--- src/rtl/score_disp_pkg.sv ---
// Shared display types: FSM states, blank code, active-low 0-9 font and BCD helpers.
// No latency or backpressure of its own; pure declarations and functions.
package score_disp_pkg;

    typedef enum logic [1:0] {
        IDLE    = 2'd0,
        CONVERT = 2'd1,
        SHOW    = 2'd2,
        BLANK   = 2'd3
    } state_e;

    localparam logic [6:0] SEG_BLANK = 7'h7F;

    // Active-low, bit0 = segment a .. bit6 = segment g.
    localparam logic [6:0] FONT [10] = '{
        7'h40, 7'h79, 7'h24, 7'h30, 7'h19,
        7'h12, 7'h02, 7'h78, 7'h00, 7'h10
    };

    localparam logic [1:0] IDX_HUND = 2'd0;
    localparam logic [1:0] IDX_TENS = 2'd1;
    localparam logic [1:0] IDX_ONES = 2'd2;

    function automatic logic [6:0] seg_font(input logic [3:0] d);
        if (d > 4'd9) begin
            return SEG_BLANK;
        end
        return FONT[d];
    endfunction

    // Double-dabble correction: any BCD nibble of 5 or more gets +3 before the shift.
    function automatic logic [11:0] dd_adjust(input logic [11:0] b);
        logic [11:0] r;
        r = b;
        for (int i = 0; i < 3; i++) begin
            if (r[i*4 +: 4] >= 4'd5) begin
                r[i*4 +: 4] = r[i*4 +: 4] + 4'd3;
            end
        end
        return r;
    endfunction

    function automatic logic [3:0] digit_at(input logic [11:0] bcd, input logic [1:0] idx);
        case (idx)
            IDX_HUND: return bcd[11:8];
            IDX_TENS: return bcd[7:4];
            default:  return bcd[3:0];
        endcase
    endfunction

    // Leading-zero suppression picks where each display pass begins.
    function automatic logic [1:0] first_idx(input logic [11:0] bcd);
        if (bcd[11:8] != 4'd0) begin
            return IDX_HUND;
        end
        if (bcd[7:4] != 4'd0) begin
            return IDX_TENS;
        end
        return IDX_ONES;
    endfunction

endpackage

--- src/rtl/bin2bcd_seq.sv ---
// Sequential 8-bit binary to 3-digit BCD converter, one bit per cycle.
// Latency: busy for 8 cycles after start, done pulses the cycle after; no backpressure, abort drops the job.
module bin2bcd_seq
    import score_disp_pkg::*;
(
    input  logic        clk,
    input  logic        rst,
    input  logic        start,
    input  logic        abort,
    input  logic [7:0]  bin,
    output logic        busy,
    output logic        done,
    output logic [11:0] bcd
);

    logic [7:0]  bin_q, bin_d;
    logic [11:0] bcd_q, bcd_d;
    logic [2:0]  cnt_q, cnt_d;
    logic        busy_q, busy_d;
    logic        done_q, done_d;

    always_comb begin
        bin_d  = bin_q;
        bcd_d  = bcd_q;
        cnt_d  = cnt_q;
        busy_d = busy_q;
        done_d = 1'b0;
        if (start) begin
            bin_d  = bin;
            bcd_d  = 12'd0;
            cnt_d  = 3'd0;
            busy_d = 1'b1;
        end else if (abort) begin
            busy_d = 1'b0;
            cnt_d  = 3'd0;
        end else if (busy_q) begin
            bcd_d = {dd_adjust(bcd_q) [10:0], bin_q[7]};
            bin_d = {bin_q[6:0], 1'b0};
            cnt_d = cnt_q + 3'd1;
            if (cnt_q == 3'd7) begin
                busy_d = 1'b0;
                done_d = 1'b1;
            end
        end
    end

    always_ff @(posedge clk or posedge rst) begin
        if (rst) begin
            bin_q  <= 8'd0;
            bcd_q  <= 12'd0;
            cnt_q  <= 3'd0;
            busy_q <= 1'b0;
            done_q <= 1'b0;
        end else begin
            bin_q  <= bin_d;
            bcd_q  <= bcd_d;
            cnt_q  <= cnt_d;
            busy_q <= busy_d;
            done_q <= done_d;
        end
    end

    assign busy = busy_q;
    assign done = done_q;
    assign bcd  = bcd_q;

endmodule

--- src/rtl/score_digit_sequencer.sv ---
// Captures the score on a game_end rise, converts it to BCD and cycles the digits on one 7-seg display.
// Latency: first digit 9 cycles after the capture edge; no backpressure, game_end low returns to IDLE.
module score_digit_sequencer
    import score_disp_pkg::*;
#(
    parameter int DWELL_CYCLES = 500000,
    parameter int BLANK_CYCLES = 100000
) (
    input  logic       clk,
    input  logic       rst,
    input  logic [7:0] score,
    input  logic       game_end,
    output logic [6:0] seg,
    output logic       dp,
    output logic       busy,
    output logic [7:0] best,
    output logic       new_best
);

    localparam int CNT_MAX = (DWELL_CYCLES > BLANK_CYCLES) ? DWELL_CYCLES : BLANK_CYCLES;
    localparam int CNT_W   = $clog2(CNT_MAX + 1);

    state_e           state_q, state_d;
    logic [1:0]       idx_q, idx_d;
    logic [CNT_W-1:0] cnt_q, cnt_d;
    logic [6:0]       seg_q, seg_d;
    logic             dp_q, dp_d;
    logic [7:0]       best_q, best_d;
    logic             nb_q, nb_d;
    logic             ge_q;

    logic        rise;
    logic        go_idle;
    logic        conv_done;
    logic [11:0] bcd;
    logic [1:0]  nxt_idx;

    assign rise    = game_end & ~ge_q;
    assign go_idle = ~rise & ~game_end & (state_q != IDLE);
    assign nxt_idx = (idx_q == IDX_ONES) ? first_idx(bcd) : idx_q + 2'd1;

    bin2bcd_seq u_bin2bcd (
        .clk   (clk),
        .rst   (rst),
        .start (rise),
        .abort (go_idle),
        .bin   (score),
        .busy  (busy),
        .done  (conv_done),
        .bcd   (bcd)
    );

    always_comb begin
        state_d = state_q;
        idx_d   = idx_q;
        cnt_d   = cnt_q;
        seg_d   = seg_q;
        dp_d    = 1'b1;
        best_d  = best_q;
        nb_d    = nb_q;
        if (rise) begin
            state_d = CONVERT;
            idx_d   = IDX_HUND;
            cnt_d   = '0;
            seg_d   = SEG_BLANK;
            // A tie is not a new best.
            if (score > best_q) begin
                best_d = score;
                nb_d   = 1'b1;
            end else begin
                nb_d   = 1'b0;
            end
        end else if (go_idle) begin
            state_d = IDLE;
            idx_d   = IDX_HUND;
            cnt_d   = '0;
            seg_d   = SEG_BLANK;
            nb_d    = 1'b0;
        end else begin
            case (state_q)
                CONVERT: begin
                    if (conv_done) begin
                        state_d = SHOW;
                        idx_d   = first_idx(bcd);
                        cnt_d   = '0;
                        seg_d   = seg_font(digit_at(bcd, first_idx(bcd)));
                        dp_d    = ~((first_idx(bcd) == IDX_ONES) & nb_q);
                    end
                end
                SHOW: begin
                    if (cnt_q == CNT_W'(DWELL_CYCLES - 1)) begin
                        state_d = BLANK;
                        cnt_d   = '0;
                        seg_d   = SEG_BLANK;
                    end else begin
                        cnt_d   = cnt_q + CNT_W'(1);
                        dp_d    = ~((idx_q == IDX_ONES) & nb_q);
                    end
                end
                BLANK: begin
                    if (cnt_q == CNT_W'(BLANK_CYCLES - 1)) begin
                        state_d = SHOW;
                        idx_d   = nxt_idx;
                        cnt_d   = '0;
                        seg_d   = seg_font(digit_at(bcd, nxt_idx));
                        dp_d    = ~((nxt_idx == IDX_ONES) & nb_q);
                    end else begin
                        cnt_d   = cnt_q + CNT_W'(1);
                    end
                end
                default: begin
                    seg_d = SEG_BLANK;
                end
            endcase
        end
    end

    always_ff @(posedge clk or posedge rst) begin
        if (rst) begin
            state_q <= IDLE;
            idx_q   <= IDX_HUND;
            cnt_q   <= '0;
            seg_q   <= SEG_BLANK;
            dp_q    <= 1'b1;
            best_q  <= 8'd0;
            nb_q    <= 1'b0;
            ge_q    <= 1'b0;
        end else begin
            state_q <= state_d;
            idx_q   <= idx_d;
            cnt_q   <= cnt_d;
            seg_q   <= seg_d;
            dp_q    <= dp_d;
            best_q  <= best_d;
            nb_q    <= nb_d;
            ge_q    <= game_end;
        end
    end

    assign seg      = seg_q;
    assign dp       = dp_q;
    assign best     = best_q;
    assign new_best = nb_q;

endmodule

--- config.mk ---
export PLATFORM = sky130hd
export DESIGN_NAME = score_digit_sequencer
export DESIGN_NICKNAME = d
export VERILOG_FILES = /design/src/rtl/score_disp_pkg.sv /design/src/rtl/bin2bcd_seq.sv /design/src/rtl/score_digit_sequencer.sv
export SDC_FILE = /design/constraint.sdc
export NUM_CORES = 1
export LEC_CHECK = 0
export ABC_AREA = 1
export BUFFER_PORTS_ARGS = -buffer_cell sky130_fd_sc_hd__buf_2
export CORE_UTILIZATION = 59
export DETAILED_ROUTE_END_ITERATION = 8
export PLACE_DENSITY = 0.74
export SLEW_MARGIN = 20
export SYNTH_ARGS = -nofsm -noshare
export SYNTH_HDL_FRONTEND = slang
export SYNTH_SLANG_ARGS = --single-unit
--- constraint.sdc ---
create_clock -name clk -period 4.65 [get_ports clk]
set_input_delay 0.465 -clock clk [delete_from_list [all_inputs] [get_ports clk]]
set_output_delay 0.465 -clock clk [all_outputs]
set_load 0.005 [all_outputs]
==> impl_metrics.py, run 1 <==
metrics = {
    "status": {
        "status": "finished, final reports clean",
    },
    "placed_design": {
        "port_buffers": 28,
        "gp_congestion": 0.8623,
        "post_dp_cell_area_um2": 4424,
        "dp_cells": 669,
        "hpwl_um": 6796,
    },
    "cts": {
        "postCtsResizedCells": 0,
        "ctsHoldBuffers": 0,
        "clkTransAtPathRegs_ns": 0.08,
        "htreeDepth": 3,
        "clock_latency_ns": 0.35,
        "ctsLongestPathBuffers": 2,
        "clock-sinks": 66,
        "cts_made_buffers": 9,
        "cts-root-buf": "clkbuf_8",
        "postCtsSetupBuffers": 0,
        "cts_tree": "built",
    },
    "sta": {
        "finalCritPeriodShare": 0.5854,
        "slew_headroom": 0.4469,
        "setup_viol": 0,
        "worst_pin_slew_ns": 0.8296,
        "holdWs_ns": 0.2861,
        "fin_tns_setup_ns": 0,
        "drv_slew": 0,
        "rsz0062_at_grt": "false",
        "hold_viol_final": 0,
        "fmax_mhz": 367.4,
        "skew_ns": 0.01151,
        "layout_min_cycle_time_ns": 2.722,
    },
    "cells_and_area": {
        "design_area_um2": 4617,
        "multi_input_comb_area_um2": 2147,
        "layout.nets": 625,
        "fill_cells": 608,
        "utilization": 0.6758,
        "areaGrowthSynthToFinish_pct": 10.28,
        "n_antenna_cell": 0,
        "ff_latch_area_um2": 1662,
        "stdcell_count": 684,
        "drive_gt1_frac": 0.1480,
    },
    "route": {
        "drt-pass1-iter-count": 7,
        "drt_iter0_drc": 306,
        "num_vias": 3786,
        "vias_per_cell": 5.535,
        "wirelength_um": 9268,
        "ant_nets": 0,
        "drc": 0,
        "wl_per_cell_um": 13.55,
    },
    "setup_path": {
        "slowest_stage": "dfrtp_1",
        "cpMostUsedCell": "nand2_1",
        "path_max_fanout": 6,
        "slowest_delay_ns": 0.40,
        "cp.required_ns": 4.92,
        "crit_arrival_ns": 2.99,
        "worstPathCellList": "inv_1 > ha_1 > nand2_1 > nor2_1 > nand2_2 > inv_1 > nand2_1 > o211ai_1 > inv_1 > ha_1 > or2_2 > nand2_1 > nand2_1 > nand3_1 > a21oi_1 > a21oi_1",
        "crit_type": "register to register",
        "path_buf_inv": 3,
        "end_kind": "register",
        "start_kind": "register",
        "cpLargestDelayFamily": "simple AND/OR/NAND/NOR gates",
    },
    "logic_synthesis": {
        "synth_top_area_cell": "dfrtp_1",
        "synthCells": 550,
        "synthTopCellsByCount": "nand2_1, inv_1, dfrtp_1, nor2_1, nand3_1",
        "synth_top_area_frac": 0.3467,
        "syn_area_um2": 4187,
        "yosysMostFrequentCell": "nand2_1",
        "synth-adder-area-share": 0.08966,
        "async_flop_share": 1.000,
        "avgSynthCellArea_um2": 7.612,
        "synth_compound_area_frac": 0.1408,
        "ys_ff_latch": 66,
        "muxShareOfSynthArea": 0,
        "synth_enable_flop_cells": 0,
        "yosys_warnings": 0,
        "synthFlopType": "dfrtp_1",
        "synth-xor-area-share": 0.004184,
        "synthSimpleGateAreaFrac": 0.2782,
        "ys_types": 40,
        "synth_nets": 591,
        "synth_top_family_by_area": "simple AND/OR/NAND/NOR gates",
        "synthTopCellsByArea": "dfrtp_1, nand2_1, ha_1",
        "yosysSeqAreaShare": 0.3969,
    },
    "grt": {
        "grt_max_degree": 67,
        "grt_usage": 0.2728,
        "grt_first_pass_wirelength_um": 16100,
        "grt_antenna_before_repair": 0,
        "gr-total-overflow": 0,
        "grt_pass1_vias": 3534,
    },
    "worst_hold_path": {
        "hold_path.class": "primary input to register",
    },
    "power_and_ir_drop": {
        "peakVddDrop_uv": 485.6,
        "power_density_nw_per_um2": 687.3,
        "p_leak_nw": 2.269,
    },
    "die": {
        "die_h_um": 86.24,
        "io_pins": 29,
        "placementRows": 30,
        "die_w_um": 86.24,
        "core-area_um2": 6832,
        "fp.dieArea_um2": 7436,
        "start_util": 0.6128,
    },
    "flow_run": {
        "drv_cap": 0,
    },
}
cell families (layout without fill, tap and decap cells):
family,Yosys count,in the layout
buffers and inverters,98,136
AND/OR/NAND/NOR,256,256
AO/OA/AOI/OAI,98,98
adder cells (fa/ha/maj),30,30
flip-flops,66,66
XOR/XNOR,2,2
state kept, by name, summed over array words and instances (netlist names):
| register | flops |
|---|---|
| best | 8 |
| cnt_q | 19 |
| dp | 1 |
| ge_q | 1 |
| idx_q | 2 |
| new_best | 1 |
| seg | 7 |
| state_q | 2 |
| u_bin2bcd.bcd | 12 |
| u_bin2bcd.bin_q | 8 |
| u_bin2bcd.busy | 1 |
| u_bin2bcd.cnt_q | 3 |
| u_bin2bcd.done | 1 |
final timing paths:
check	from	endpoint	slack [ns]	cells past startpoint
max	u_bin2bcd.bcd[4]	seg[4]	1.93	16
min	game_end	ge_q	0.29	1
max reg2reg	u_bin2bcd.bcd[4]	seg[4]	1.93	16
min reg2reg	u_bin2bcd.bin_q[5]	u_bin2bcd.bin_q[5]	0.50	2
max in group asynchronous	rst	u_bin2bcd.bcd[5]	3.75	3
min in group asynchronous	rst	cnt_q[1]	0.37	3
where the power goes:
group / switching, mW / internal (mW) / total (mW)
Combinational: 1.20 / 0.623 / 1.82
Sequential: 0.130 / 0.741 / 0.870
Clock: 0.227 / 0.257 / 0.485
Total: 1.55 / 1.62 / 3.17
routing by layer:
layer,up-vias,track usage,wire [µm]
li1,1887,-,-
met1,1771,0.3770,4291
met2,110,0.4394,4336
met3,18,0.03714,457
met4,0,0.1015,183
met5,-,0,0
cell usage in the layout (no fill, tap or decap), types with 2 or more instances in the layout:
master      instances
a21oi_1            30
a32o_1              2
buf_2              28
clkbuf_8           10
clkinv_2            2
clkinvlp_4          2
dfrtp_1            58
dfstp_2             8
ha_1               30
inv_1              83
inv_2               8
nand2_1           102
nand2_2             7
nand3_1            54
nand3b_1            2
nand4_1            14
nor2_1             55
nor2_2              4
nor2_4              3
nor3_1              5
o211ai_1            6
o21ai_0            33
o21ai_1             4
o221ai_1            6
o22ai_1             8
or2_2               5
xor2_1              2
cell type report:
class | instances | share of cell area
Timing Repair Buffer | 29 | 0.03198
Clock buffer | 10 | 0.02981
Inverter | 92 | 0.07534
Sequential cell | 66 | 0.3599
Multi-Input combinational cell | 386 | 0.4650
Tap cell | 96 | 0.02602
Clock inverter | 5 | 0.01192
through the flow:
step,worst slack (ns),power [mW]
after detailed placement,1.983,2.679
after floorplan,2.255,2.270
after CTS,1.955,3.170
final,1.928,3.173
after global routing,1.638,3.508
after global placement,2.072,2.639
No activity file was read; power rests on OpenSTA's default activity.
==> run 2: changes to the inputs <==
clock period = 2.8 ns   (was 4.65 ns; I/O delays follow)
==> run 2 against run 1 <==
  * Non-clock buffer count increased by 8
  * Register-to-register slack worse by 1.8 ns
  * Sequential share of layout area shrank 0.71 points
  * Highest routed layer unchanged
==> impl_metrics.py, run 2 (synthesis gave the netlist of run 1 again) <==
metrics = {
    "power_and_ir_drop": {
        "internal-power_mw": 2.858,
        "combPwrFrac": 0.581,
        "peakVddDrop_uv": 563.7,
        "power_density_nw_per_um2": 1160,
        "p_leak_nw": 2.321,
        "p_sw_frac": 0.4768,
        "p_switching_mw": 2.605,
        "seq_power_share": 0.266,
        "p_clk_frac": 0.153,
    },
    "worst_hold_path": {
        "hold_path.class": "primary input to asynchronous set/reset pin",
    },
    "sta": {
        "fmax_mhz": 381.1,
        "setup_viol": 0,
        "worst_pin_slew_ns": 0.6054,
        "fin_tns_setup_ns": 0,
        "skew_ns": 0.007238,
        "finalCritPeriodShare": 0.9370,
        "hold_viol_final": 0,
        "layout_min_cycle_time_ns": 2.624,
        "drv_slew": 0,
        "slew_headroom": 0.5958,
        "holdWs_ns": 0.007231,
        "layout_setup_ws_ns": 0.1763,
    },
    "setup_path": {
        "cp.required_ns": 3.07,
        "crit_arrival_ns": 2.89,
        "path_max_fanout": 7,
        "crit_type": "register to register",
        "start_kind": "register",
        "end_kind": "register",
    },
    "route": {
        "dr.max_layer_used": "met4",
        "vias_per_cell": 5.456,
        "dr_wl_met3_um": 330,
        "wl_met1_um": 4330,
        "drt-pass1-iter-count": 5,
        "wirelength_um": 9057,
        "wl_per_cell_um": 13.07,
        "ant_nets": 0,
        "drc": 0,
        "wl_met2_um": 4244,
        "num_vias": 3781,
        "drt_iter0_drc": 163,
    },
    "cells_and_area": {
        "n_antenna_cell": 0,
        "final_cell_mix": "nand2_1, inv_1, dfrtp_1, nor2_1, nand3_1",
        "layout.nets": 633,
        "drive_gt1_frac": 0.1709,
        "design_area_um2": 4710,
        "largest-register": "cnt_q",
        "largest_reg_flops": 19,
        "stdcell_count": 693,
        "final_common_cell": "nand2_1",
        "areaGrowthSynthToFinish_pct": 12.49,
    },
    "cts": {
        "clock_latency_ns": 0.34,
        "cts_tree": "built",
        "htreeDepth": 3,
        "clock-sinks": 66,
        "cts_made_buffers": 9,
        "ctsHoldBuffers": 0,
        "ctsLongestPathBuffers": 2,
        "cts-root-buf": "clkbuf_8",
        "clkTransAtPathRegs_ns": 0.07,
    },
    "die": {
        "start_util": 0.6128,
        "io_pins": 29,
        "fp.dieArea_um2": 7436,
        "die_h_um": 86.24,
        "placementRows": 30,
        "core-area_um2": 6832,
        "die_w_um": 86.24,
    },
    "placed_design": {
        "hpwl_um": 6798,
        "post_dp_cell_area_um2": 4454,
        "dp_cells": 673,
        "port_buffers": 28,
        "pre_cts_ws_ns": 0.09667,
        "gp_congestion": 0.9109,
    },
    "grt": {
        "grt_antenna_before_repair": 0,
        "grt_usage": 0.2660,
        "grt_max_degree": 29,
        "grt_pass1_vias": 3548,
        "grt_first_pass_wirelength_um": 15740,
        "gr-total-overflow": 0,
    },
    "status": {
        "status": "finished, final reports clean",
    },
    "flow_run": {
        "drv_cap": 0,
    },
}
[run 2: area by class of cell]
class	instances	area, µm²
multi-input combinational	386	2166
clock inverter	3	47.55
timing repair buffer	37	207.7
sequential	66	1662
fill	573	2122
clock buffer	13	158.9
inverter	92	347.8
tap	96	120.1
[run 2: timing repair]
action	4_1_cts	5_1_grt
gates resized for setup	0	9
buffers inserted	0	4
endpoints found under the setup margin	0	7
[run 2: through the flow]
step | total power, mW | utilization
6_report | 5.463 | 0.6894
2_1_floorplan | 3.771 | -
4_1_cts | 5.336 | 0.6822
3_5_place_dp | 4.487 | 0.6520
3_3_place_gp | 4.428 | 0.6520
5_1_grt | 6.009 | 0.6894
[run 2: final timing paths]
kind / from / endpoint / slack, ns / cells past startpoint
worst max-delay path: u_bin2bcd.bcd[8] / seg[4] / 0.18 / 14
worst min-delay path: rst / cnt_q[1] / 0.007 / 2
worst max register to register: u_bin2bcd.bcd[8] / seg[4] / 0.18 / 14
worst min register to register: seg[6] / seg[6] / 0.50 / 2
max in group asynchronous: rst / u_bin2bcd.bcd[7] / 2.03 / 3
min in group clk: game_end / ge_q / 0.10 / 1
[run 2: critical path, stage by stage (launching register included)]
cell and delay, ns:
dfrtp_1 0.42, inv_2 0.11, ha_1 0.19, nand2_2 0.08
nor2_4 0.21, nand2_2 0.12, o211ai_1 0.30, inv_1 0.15
ha_1 0.22, or2_2 0.27, nand2_1 0.13, nand2_1 0.08
nand3_1 0.08, a21oi_1 0.06, a21oi_1 0.14
[run 2: per-layer routing]
metal | vias up | GRT usage
li1 | 1910 | -
met1 | 1771 | 0.3641
met2 | 85 | 0.4315
met3 | 15 | 0.03810
met4 | 0 | 0.1000
met5 | - | 0
[run 2: power groups by stage]
stage	combinational [mW]	clock, mW	sequential (mW)
2_1_floorplan	2.36	0	1.41
5_1_grt	3.64	0.880	1.49
4_1_cts	3.05	0.847	1.44
6_report	3.17	0.835	1.45
3_3_place_gp	2.98	0	1.45
3_5_place_dp	3.03	0	1.46
==> run 3: changes to the inputs <==
--- a/config.mk
+++ b/config.mk
@@ -14,3 +14,4 @@
 export SYNTH_ARGS = -nofsm -noshare
 export SYNTH_HDL_FRONTEND = slang
+export SYNTH_HIERARCHICAL = 1
 export SYNTH_SLANG_ARGS = --single-unit
==> constraint.sdc (replaced) <==
create_clock -name clk -period 2.8 [get_ports clk]
set_input_delay 0.28 -clock clk [delete_from_list [all_inputs] [get_ports clk]]
set_output_delay 0.28 -clock clk [all_outputs]
set_load 0.02 [all_outputs]
==> run 3 against run 2 <==
  * Sequential cell count unchanged
  * Hold slack better by 0.035 ns
  * Clock power decreased by 12%
  * Via count rose by 6.0%
  * Final area up 6.8%
  * Critical path type unchanged
  * Critical endpoint is now seg[5]
  * Largest power group unchanged
  * Highest routed layer unchanged
==> impl_metrics.py, run 3 <==
metrics = {
    "setup_path": {
        "crit_arrival_ns": 2.69,
        "slowest_stage": "dfrtp_1",
        "cpLargestDelayFamily": "simple AND/OR/NAND/NOR gates",
        "crit_type": "register to register",
        "path_buf_inv": 2,
        "start_kind": "register",
        "path_depth": 13,
        "path_max_fanout": 7,
        "cp.required_ns": 3.07,
        "r2r-start": "u_bin2bcd/bcd[10]",
        "r2r_cells": 13,
        "slowest_delay_ns": 0.47,
        "crit_start": "u_bin2bcd/bcd[10]",
        "worstPathCellList": "nor2_2 > nand2_2 > o21ai_0 > inv_1 > nand2_1 > inv_1 > ha_1 > or2_2 > nand2_4 > nand2_2 > a21oi_1 > nor2_1 > a21boi_1",
        "end_kind": "register",
    },
    "logic_synthesis": {
        "synth_top_area_cell": "dfrtp_1",
        "synth_nets": 649,
        "syn_area_um2": 4637,
        "ys_ff_latch": 66,
        "async_flop_share": 1.000,
        "yosys_warnings": 6,
        "avgSynthCellArea_um2": 7.602,
        "synthTopCellsByArea": "dfrtp_1, nand2_1, inv_1",
        "synth_top_area_frac": 0.3130,
        "synth_enable_flop_cells": 0,
        "synthTopCellsByCount": "nand2_1, inv_1, dfrtp_1, nand3_1, nor2_1",
        "synthCells": 610,
        "ys_types": 53,
        "yosysMostFrequentCell": "nand2_1",
        "yosysSeqAreaShare": 0.3583,
        "synthFlopType": "dfrtp_1",
    },
    "die": {
        "fp.dieArea_um2": 8217,
        "die_h_um": 90.65,
        "io_pins": 29,
        "placementRows": 31,
        "core-area_um2": 7408,
        "die_w_um": 90.65,
        "start_util": 0.6259,
    },
    "sta": {
        "fmax_mhz": 413.7,
        "hold_viol_final": 0,
        "worst_pin_slew_ns": 0.9537,
        "drv_slew": 0,
        "layout_setup_ws_ns": 0.3829,
        "layout_min_cycle_time_ns": 2.417,
        "rsz0062_at_grt": "false",
        "slew_headroom": 0.3635,
        "skew_ns": 0.01783,
        "fin_tns_setup_ns": 0,
        "setup_viol": 0,
        "finalCritPeriodShare": 0.8633,
    },
    "flow_run": {
        "drv_cap": 0,
    },
    "route": {
        "ant_nets": 0,
        "vias_per_cell": 5.370,
        "drc": 0,
        "num_vias": 4006,
        "drt-pass1-iter-count": 5,
        "wirelength_um": 9591,
        "wl_per_cell_um": 12.86,
        "drt_iter0_drc": 226,
    },
    "cells_and_area": {
        "final_common_cell": "nand2_1",
        "layout.nets": 681,
        "n_antenna_cell": 0,
        "drive_gt1_frac": 0.1855,
        "areaGrowthSynthToFinish_pct": 8.500,
        "final_cell_mix": "nand2_1, inv_1, dfrtp_1, nand3_1, nor2_1",
        "largest-register": "cnt_q",
        "largest_reg_flops": 19,
    },
    "placed_design": {
        "gp_congestion": 0.9068,
        "port_buffers": 28,
        "pre_cts_ws_ns": 0.4006,
        "hpwl_um": 7261,
    },
    "cts": {
        "htreeDepth": 3,
        "clock-sinks": 66,
        "postCtsSetupBuffers": 0,
        "postCtsResizedCells": 0,
        "clock_latency_ns": 0.35,
        "clkTransAtPathRegs_ns": 0.09,
        "cts_made_buffers": 9,
        "cts_tree": "built",
        "cts-root-buf": "clkbuf_8",
        "ctsHoldBuffers": 0,
        "ctsLongestPathBuffers": 2,
    },
    "power_and_ir_drop": {
        "peakVddDrop_uv": 688.3,
        "power_density_nw_per_um2": 1103,
        "p_leak_nw": 2.582,
    },
    "grt": {
        "gr-total-overflow": 0,
        "grt_pass1_vias": 3733,
        "grt_max_degree": 42,
        "grt_antenna_before_repair": 0,
        "grt_first_pass_wirelength_um": 16640,
        "grt_usage": 0.2475,
    },
    "status": {
        "status": "finished, final reports clean",
    },
    "worst_hold_path": {
        "hold_path.class": "primary input to asynchronous set/reset pin",
    },
}
==> run 3: per-layer routing <==
layer  vias to the layer above  wire, µm  share of wire  global-route usage
met2                        88      4503           0.47              0.4028
met1                      1874      4683           0.49              0.3380
li1                       2038         -              -                   -
met4                         0        78         0.0081             0.06855
met5                         -         0              0                   0
met3                         6       324          0.034             0.04461
==> run 3: cell families after synthesis <==
logic type | after synthesis | share of synthesized area
AOI/OAI and AO/OA | 79 | 0.1044
xor gates and xnor gates | 3 | 0.005668
adders and majority gates | 28 | 0.07555
buffers and inverters | 118 | 0.1060
DFF | 66 | 0.3583
muxes | 1 | 0.002159
and+or+nand+nor | 315 | 0.3478
==> run 3: report_power, final <==
group          internal (mW)  switching [mW]
combinational           1.14            2.24
sequential              1.22           0.216
clock                  0.329           0.406
total                   2.69            2.86
==> run 3: final timing paths <==
check	slack, ns	end
worst min-delay path	0.04	best[6]
worst min register to register	0.48	u_bin2bcd/bin_q[0]
worst max-delay path	0.38	seg[5]
worst max register to register	0.38	seg[5]
min in group clk	0.11	ge_q
max in group asynchronous	2.05	u_bin2bcd/bcd[11]
==> run 3: cell type report <==
| class | instances | area, µm² |
|---|---|---|
| Clock buffer | 9 | 123.9 |
| Tap cell | 99 | 123.9 |
| Fill cell | 641 | 2377 |
| Sequential cell | 66 | 1662 |
| Clock inverter | 7 | 53.80 |
| Inverter | 109 | 419.2 |
| Multi-Input combinational cell | 426 | 2494 |
| Timing Repair Buffer | 30 | 155.1 |
==> run 3: through the flow <==
stage	cell area [µm²]	instances	hold slack, ns	utilization	power, mW
after global placement	4843	730	0.4389	0.6538	4.726
after floorplan	4637	610	0.3073	-	4.164
final	5031	746	0.04243	0.6791	5.550
after global routing	5031	746	0.09998	0.6791	6.074
after CTS	5021	746	0.06679	0.6778	5.555
after detailed placement	4843	730	0.4481	0.6538	4.803
==> run 3: worst min-delay path: stages <==
cell and delay (ns):
buf_2 0.10, inv_1 0.04, buf_4 0.42
